`config.mk`:
```
export PLATFORM = sky130hd
export DESIGN_NAME = scr1_btb_ctrl_flat
export DESIGN_NICKNAME = d
export VERILOG_FILES = /design/src/rtl/scr1_btb_pkg.sv /design/src/rtl/scr1_btb_ctrl_if.sv /design/src/rtl/scr1_dp_ram.sv /design/src/rtl/scr1_btb_ctrl.sv /design/src/flat_wrapper.sv
export SDC_FILE = /design/constraint.sdc
export NUM_CORES = 2
export LEC_CHECK = 0
export ABC_AREA = 1
export BUFFER_PORTS_ARGS = -buffer_cell sky130_fd_sc_hd__buf_2
export CAP_MARGIN = 40
export CORE_ASPECT_RATIO = 1.1
export CORE_MARGIN = 3
export CORE_UTILIZATION = 55
export DETAILED_ROUTE_END_ITERATION = 12
export PLACE_DENSITY_LB_ADDON = 0.25
export SYNTH_ARGS = -nofsm -noshare
export SYNTH_HDL_FRONTEND = slang
export SYNTH_SLANG_ARGS = --single-unit
```
`constraint.sdc`:
```
create_clock -name clk -period 5.3 [get_ports clk]
set_input_delay 0.53 -clock clk [delete_from_list [all_inputs] [get_ports clk]]
set_output_delay 0.53 -clock clk [all_outputs]
set_load 0.02 [all_outputs]
```
`src/rtl/scr1_btb_pkg.sv`:
```
// Shared types, sizes and PC field extraction for the SCR1 branch target buffer.
package scr1_btb_pkg;

    localparam int unsigned BTB_DEPTH = 32;
    localparam int unsigned IDX_W     = $clog2(BTB_DEPTH);
    localparam int unsigned TAG_W     = 31 - IDX_W;
    localparam int unsigned ENTRY_W   = 1 + TAG_W + 31;

    typedef enum logic [1:0] {
        INIT  = 2'd0,
        RUN   = 2'd1,
        FLUSH = 2'd2
    } type_scr1_btb_state_e;

    typedef struct packed {
        logic             valid;
        logic [TAG_W-1:0] tag;
        logic [30:0]      target;
    } type_scr1_btb_entry_s;

    // PC split into the stored tag and the RAM index
    typedef struct packed {
        logic [TAG_W-1:0] tag;
        logic [IDX_W-1:0] idx;
    } type_scr1_btb_pc_s;

    // tag = {pc[31:IDX_W+2], pc[1]}, idx = pc[IDX_W+1:2]; pc[0] never matters
    function automatic type_scr1_btb_pc_s btb_pc_split(input logic [31:1] pc);
        btb_pc_split = {pc[31:IDX_W+2], pc[1], pc[IDX_W+1:2]};
    endfunction

endpackage

```
`src/rtl/scr1_btb_ctrl_if.sv`:
```
// IFU lookup, EXU update and fence.i flush signals of the BTB controller.
interface scr1_btb_ctrl_if;

    logic        lookup_req;
    logic [31:0] lookup_pc;
    logic        lookup_vld;
    logic        lookup_hit;
    logic [31:0] lookup_target;
    logic        upd_req;
    logic [31:0] upd_pc;
    logic [31:0] upd_target;
    logic        upd_inv;
    logic        upd_ack;
    logic        flush_req;
    logic        busy;

    modport master (
        output lookup_req, lookup_pc, upd_req, upd_pc, upd_target, upd_inv, flush_req,
        input  lookup_vld, lookup_hit, lookup_target, upd_ack, busy
    );

    modport slave (
        input  lookup_req, lookup_pc, upd_req, upd_pc, upd_target, upd_inv, flush_req,
        output lookup_vld, lookup_hit, lookup_target, upd_ack, busy
    );

endinterface

```
`src/rtl/scr1_dp_ram.sv`:
```
// Simple dual-port RAM: port a writes, port b reads with one cycle latency.
// A same-address read and write in one cycle returns the old contents.
module scr1_dp_ram #(
    parameter int unsigned RAM_WIDTH = 32,
    parameter int unsigned RAM_DEPTH = 32
) (
    input  logic                         clk,
    input  logic                         wena,
    input  logic [$clog2(RAM_DEPTH)-1:0] addra,
    input  logic [RAM_WIDTH-1:0]         dataa,
    input  logic                         renb,
    input  logic [$clog2(RAM_DEPTH)-1:0] addrb,
    output logic [RAM_WIDTH-1:0]         qb
);

    logic [RAM_WIDTH-1:0] mem [RAM_DEPTH];

    // Write port
    always_ff @(posedge clk) begin
        if (wena) begin
            mem[addra] <= dataa;
        end
    end

    // Registered read port
    always_ff @(posedge clk) begin
        if (renb) begin
            qb <= mem[addrb];
        end
    end

endmodule

```
`src/rtl/scr1_btb_ctrl.sv`:
```
// BTB controller: invalidation sweeps, update arbitration and 1-cycle lookups.
module scr1_btb_ctrl
    import scr1_btb_pkg::*;
(
    input  logic           clk,
    input  logic           rst_n,
    scr1_btb_ctrl_if.slave btb
);

    type_scr1_btb_state_e state, state_nxt;
    logic [IDX_W-1:0]     sweep_ptr, sweep_ptr_nxt;
    logic                 busy_q;

    logic                 wena;
    logic [IDX_W-1:0]     waddr;
    type_scr1_btb_entry_s wdata;

    type_scr1_btb_pc_s    lkp_split, upd_split;
    logic [ENTRY_W-1:0]   ram_q;

    logic                 vld_q;
    logic                 force_miss_q;
    logic                 byp_q;
    logic [TAG_W-1:0]     tag_q;
    type_scr1_btb_entry_s byp_entry_q;
    type_scr1_btb_entry_s rd_entry;
    logic                 hit;

    logic                 unused_bits;

    assign lkp_split   = btb_pc_split(btb.lookup_pc[31:1]);
    assign upd_split   = btb_pc_split(btb.upd_pc[31:1]);
    assign unused_bits = ^{btb.lookup_pc[0], btb.upd_pc[0], btb.upd_target[0]};

    assign btb.upd_ack = btb.upd_req & (state == RUN) & ~btb.flush_req;
    assign btb.busy    = busy_q;

    // Next state and write-port mux; the sweep always owns the write port
    always_comb begin
        state_nxt     = state;
        sweep_ptr_nxt = sweep_ptr;
        wena          = 1'b0;
        waddr         = '0;
        wdata         = '0;
        case (state)
            INIT, FLUSH: begin
                // A flush during a sweep makes this cycle the first of a new sweep
                wena          = 1'b1;
                waddr         = btb.flush_req ? '0 : sweep_ptr;
                sweep_ptr_nxt = waddr + IDX_W'(1);
                if (waddr == IDX_W'(BTB_DEPTH - 1)) begin
                    state_nxt     = RUN;
                    sweep_ptr_nxt = '0;
                end
            end
            RUN: begin
                if (btb.flush_req) begin
                    state_nxt     = FLUSH;
                    sweep_ptr_nxt = '0;
                end else if (btb.upd_req) begin
                    wena         = 1'b1;
                    waddr        = upd_split.idx;
                    wdata.valid  = ~btb.upd_inv;
                    wdata.tag    = upd_split.tag;
                    wdata.target = btb.upd_target[31:1];
                end
            end
            default: begin
                state_nxt     = INIT;
                sweep_ptr_nxt = '0;
            end
        endcase
    end

    // State, sweep pointer and busy flag
    always_ff @(posedge clk or negedge rst_n) begin
        if (!rst_n) begin
            state     <= INIT;
            sweep_ptr <= '0;
            busy_q    <= 1'b1;
        end else begin
            state     <= state_nxt;
            sweep_ptr <= sweep_ptr_nxt;
            busy_q    <= (state_nxt != RUN);
        end
    end

    scr1_dp_ram #(
        .RAM_WIDTH (ENTRY_W),
        .RAM_DEPTH (BTB_DEPTH)
    ) i_ram (
        .clk   (clk),
        .wena  (wena),
        .addra (waddr),
        .dataa (wdata),
        .renb  (btb.lookup_req),
        .addrb (lkp_split.idx),
        .qb    (ram_q)
    );

    // Lookup pipeline: tag, forced-miss and same-cycle write bypass
    always_ff @(posedge clk or negedge rst_n) begin
        if (!rst_n) begin
            vld_q        <= 1'b0;
            force_miss_q <= 1'b0;
            byp_q        <= 1'b0;
            tag_q        <= '0;
            byp_entry_q  <= '0;
        end else begin
            vld_q        <= btb.lookup_req;
            force_miss_q <= (state != RUN) | btb.flush_req;
            byp_q        <= btb.upd_ack & (upd_split.idx == lkp_split.idx);
            tag_q        <= lkp_split.tag;
            byp_entry_q  <= wdata;
        end
    end

    // Result selection: bypassed write entry wins over stale RAM data
    always_comb begin
        rd_entry = byp_q ? byp_entry_q : type_scr1_btb_entry_s'(ram_q);
        hit      = vld_q & ~force_miss_q & rd_entry.valid & (rd_entry.tag == tag_q);
    end

    assign btb.lookup_vld    = vld_q;
    assign btb.lookup_hit    = hit;
    assign btb.lookup_target = hit ? {rd_entry.target, 1'b0} : 32'h0;

endmodule

```
`src/flat_wrapper.sv`:
```
// flat-port wrapper written by rule: the top's interface ports become plain ports
module scr1_btb_ctrl_flat import scr1_btb_pkg::*;
  (clk, rst_n, btb_lookup_req, btb_lookup_pc, btb_upd_req, btb_upd_pc, btb_upd_target, btb_upd_inv, btb_flush_req, btb_lookup_vld, btb_lookup_hit, btb_lookup_target, btb_upd_ack, btb_busy);
  scr1_btb_ctrl_if btb_i ();
  input  logic clk;
  input  logic rst_n;
  input wire logic [$bits(btb_i.lookup_req)-1:0] btb_lookup_req;
  input wire logic [$bits(btb_i.lookup_pc)-1:0] btb_lookup_pc;
  input wire logic [$bits(btb_i.upd_req)-1:0] btb_upd_req;
  input wire logic [$bits(btb_i.upd_pc)-1:0] btb_upd_pc;
  input wire logic [$bits(btb_i.upd_target)-1:0] btb_upd_target;
  input wire logic [$bits(btb_i.upd_inv)-1:0] btb_upd_inv;
  input wire logic [$bits(btb_i.flush_req)-1:0] btb_flush_req;
  output wire logic [$bits(btb_i.lookup_vld)-1:0] btb_lookup_vld;
  output wire logic [$bits(btb_i.lookup_hit)-1:0] btb_lookup_hit;
  output wire logic [$bits(btb_i.lookup_target)-1:0] btb_lookup_target;
  output wire logic [$bits(btb_i.upd_ack)-1:0] btb_upd_ack;
  output wire logic [$bits(btb_i.busy)-1:0] btb_busy;
  assign btb_i.lookup_req = btb_lookup_req;
  assign btb_i.lookup_pc = btb_lookup_pc;
  assign btb_i.upd_req = btb_upd_req;
  assign btb_i.upd_pc = btb_upd_pc;
  assign btb_i.upd_target = btb_upd_target;
  assign btb_i.upd_inv = btb_upd_inv;
  assign btb_i.flush_req = btb_flush_req;
  assign btb_lookup_vld = btb_i.lookup_vld;
  assign btb_lookup_hit = btb_i.lookup_hit;
  assign btb_lookup_target = btb_i.lookup_target;
  assign btb_upd_ack = btb_i.upd_ack;
  assign btb_busy = btb_i.busy;
  scr1_btb_ctrl u_core (.clk(clk), .rst_n(rst_n), .btb(btb_i));
endmodule
```
==> reports/qor.yml <==
p_int_uw: 25700
period_share_pct: 87.1
die_y_um: 407
fin_crit_ns: 4.61
grt_start_max_net_pins: 211
dieArea_mm2: 0.151
antenna_found_initial: 3
fmax_mhz: 217
hpwlAfterDp_um: 107000
dr.pass1.iters: 6
end_kind: "output pin"
cp.required_ns: 4.77
leakage_uw: 0.0352
finalNonFillerCells: 8922
wl_per_cell_um: 23.8
synth_edf_count: 1914
clock_sinks: 2009
final_common_cell: "nand2_1"
status: "finished clean"
clk_pin_slew_ns: 0.06
dp.cells: 8529
h-tree-depth: 4
gr-total-overflow: 0
synth_warnings: 0
synth_top_cell_by_area: "edfxtp_1"
syn_area_per_cell_um2: 12.0
vias_per_cell: 5.91
rows: 146
drc_errors: 0
drv_slew: 0
synth-seq-cells: 2009
maxCapViolCount: 0
worst-path-max-fanout: 21
syn_area_mm2: 0.0806
place_area_mm2: 0.0845
area_delta_synth_final_pct: 13.2
path_class: "register to output pin"
track_usage_pct: 27.9
fp.dieW_um: 371
nets: 6935
setup-tns-final_ns: 0
grt_pass1_wl_um: 316000
seq_area_frac_synth_pct: 74.3
vias: 52700
clockBufferDepth: 3
synth_area_leaders: "edfxtp_1 (71%), nand2_1 (9.7%), nand3_1 (3.0%)"
async_flop_share_pct: 4.73
routed_wl_um: 213000
setup_viol: 0
cp.arrival_ns: 4.08
startpoint_type: "register"
cts_root_buf: "clkbuf_16"
p_seq_share_pct: 53.1
finClkSkew_ns: 0.0254
cts_buffers: 189
final_cell_mix: "nand2_1 (2077), edfxtp_1 (1914), nor2_1 (509)"
rsz0062_at_grt: "false"
cts_resized: 0
slew_headroom_pct: 15.5
power_frac_clock_pct: 41.8
final_cell_area_mm2: 0.0912
drtIter0Drc: 6599
combPwrFrac_pct: 5.1
hold_viol: 0
p_sw_uw: 7110
cts_tree: "done"
core_mm2: 0.145
place.gp.congestion: 0.825
drive_above_1_share_pct: 10.2
clock_latency_ns: 0.82
diodes: 0
syn_inst: 6714
start_util_pct: 55.7
tightest_slew_ns: 1.27
switching_share_pct: 21.7
worst_ir_drop_vdd_uv: 346
grt_pass1_vias: 50500
hold_path_class: "primary input to register"
syn_nets: 6818
synth.distinct_cells: 32
fill_cells: 10800
route.antenna.remaining_nets: 0
numPortBuffers: 133
yosys.area.top_type_share_pct: 71.3
powerDensity_mw_per_mm2: 360
io_pins: 138
ys.flop_type: "edfxtp_1"
==> power groups by stage <==
stage               clock (uW)  sequential (uW)  combinational (uW)
global route             14500            17400                1820
CTS                      13900            17400                1660
global placement             0            17800                1600
floorplan                    0            17800                1030
detailed placement           0            17800                1630
finish                   13700            17400                1660
==> flip-flops by register name (all words and copies together) (netlist names), 2 cells and up <==
name and flops:
u_core.sweep_ptr 5, u_core.tag_q 26, u_core.i_ram.qb 58, u_core.i_ram.mem 1856, u_core.byp_entry_q 58, u_core.state 2
==> metal layers <==
| metal | vias up | GRT usage (%) | share of wire (%) |
|---|---|---|---|
| met2 | 2520 | 46.2 | 49 |
| met1 | 25900 | 37.4 | 39 |
| met5 | - | 0 | 0.0066 |
| li1 | 23800 | - | - |
| met3 | 458 | 4.01 | 8.0 |
| met4 | 2 | 11.6 | 4.1 |
==> final timing paths <==
kind                            slack (ns)                      end       startpoint  depth (start not counted)
min in group asynchronous             0.29   u_core.byp_entry_q[57]            rst_n                          2
worst max-delay path                  0.69    btb_lookup_target[31]     u_core.byp_q                         11
worst max register to register        1.44  u_core.i_ram.mem[3][28]  u_core.state[0]                          7
max in group asynchronous             3.85   u_core.byp_entry_q[27]            rst_n                          3
worst min-delay path                  0.07   u_core.byp_entry_q[50]   btb_upd_pc[25]                          3
worst min register to register        0.56          u_core.state[1]  u_core.state[1]                          2
==> Yosys cell counts, drive strengths merged, types with 2 or more instances <==
cell type and n:
edfxtp 1914, nand2 2078, nor3 35, inv 118, mux2i 31, o31ai 232, dfrtp 94, clkbuf 203
o21ai 240, buf 217, nor2 577, ha 2, nand3 487, a21oi 466, nand3b 5, o22ai 6
==> layout make-up <==
type / instances / area, um^2 / area share (%)
multi-input cells: 4166 / 18800 / 20.6
repair buffers: 346 / 3280 / 3.60
inverters: 119 / 477 / 0.523
well taps: 1924 / 2410 / 2.64
clock buffers: 263 / 5370 / 5.88
clock inverters: 95 / 1010 / 1.11
flip-flops and latches: 2009 / 59900 / 65.6
==> worst max-delay path, cell delays in order (launching register included) <==
cell	delay, ns
dfrtp_4	0.58
inv_2	0.31
nand2_1	0.12
nand2_1	0.08
nand2_1	0.05
nand2_1	0.06
nand2_1	0.05
nor2_1	0.56
nand3_4	0.58
buf_4	0.45
nor3_1	0.21
buf_2	0.19
==> kinds of logic (layout without fill, tap and decap cells) <==
| logic type | count (synthesis) | after routing | synth area share, % |
|---|---|---|---|
| and+or+nand+nor | 3183 | 3183 | 15.9 |
| DFF | 2009 | 2009 | 74.3 |
| AOI/OAI and AO/OA | 947 | 947 | 6.62 |
| buffers and inverters | 539 | 823 | 2.80 |
| muxes | 31 | 31 | 0.385 |
| adders and majority gates | 2 | 2 | 0.0311 |
| xor gates and xnor gates | 2 | 2 | 0.0217 |
| other | 1 | 1 | 0.00465 |
==> per-stage QoR <==
step | worst slack (ns) | total power, uW | hold slack, ns | utilization (%)
global route | 0.379 | 33800 | 0.0555 | 63.1
finish | 0.686 | 32800 | 0.0748 | 63.1
floorplan | 0.982 | 18800 | 0.234 | -
global placement | 1.52 | 19400 | 0.496 | 57.9
CTS | 0.599 | 32900 | 0.00406 | 63.1
detailed placement | 1.51 | 19400 | 0.499 | 58.4
==> what timing repair did <==
| item | 4_1_cts | 5_1_grt |
|---|---|---|
| hold endpoints to repair | 99 | 0 |
| setup endpoints to repair | 0 | 0 |
| buffers inserted | 0 | 0 |
| hold buffers | 35 | 0 |
Note: power is estimated with default switching activity, not from simulation.
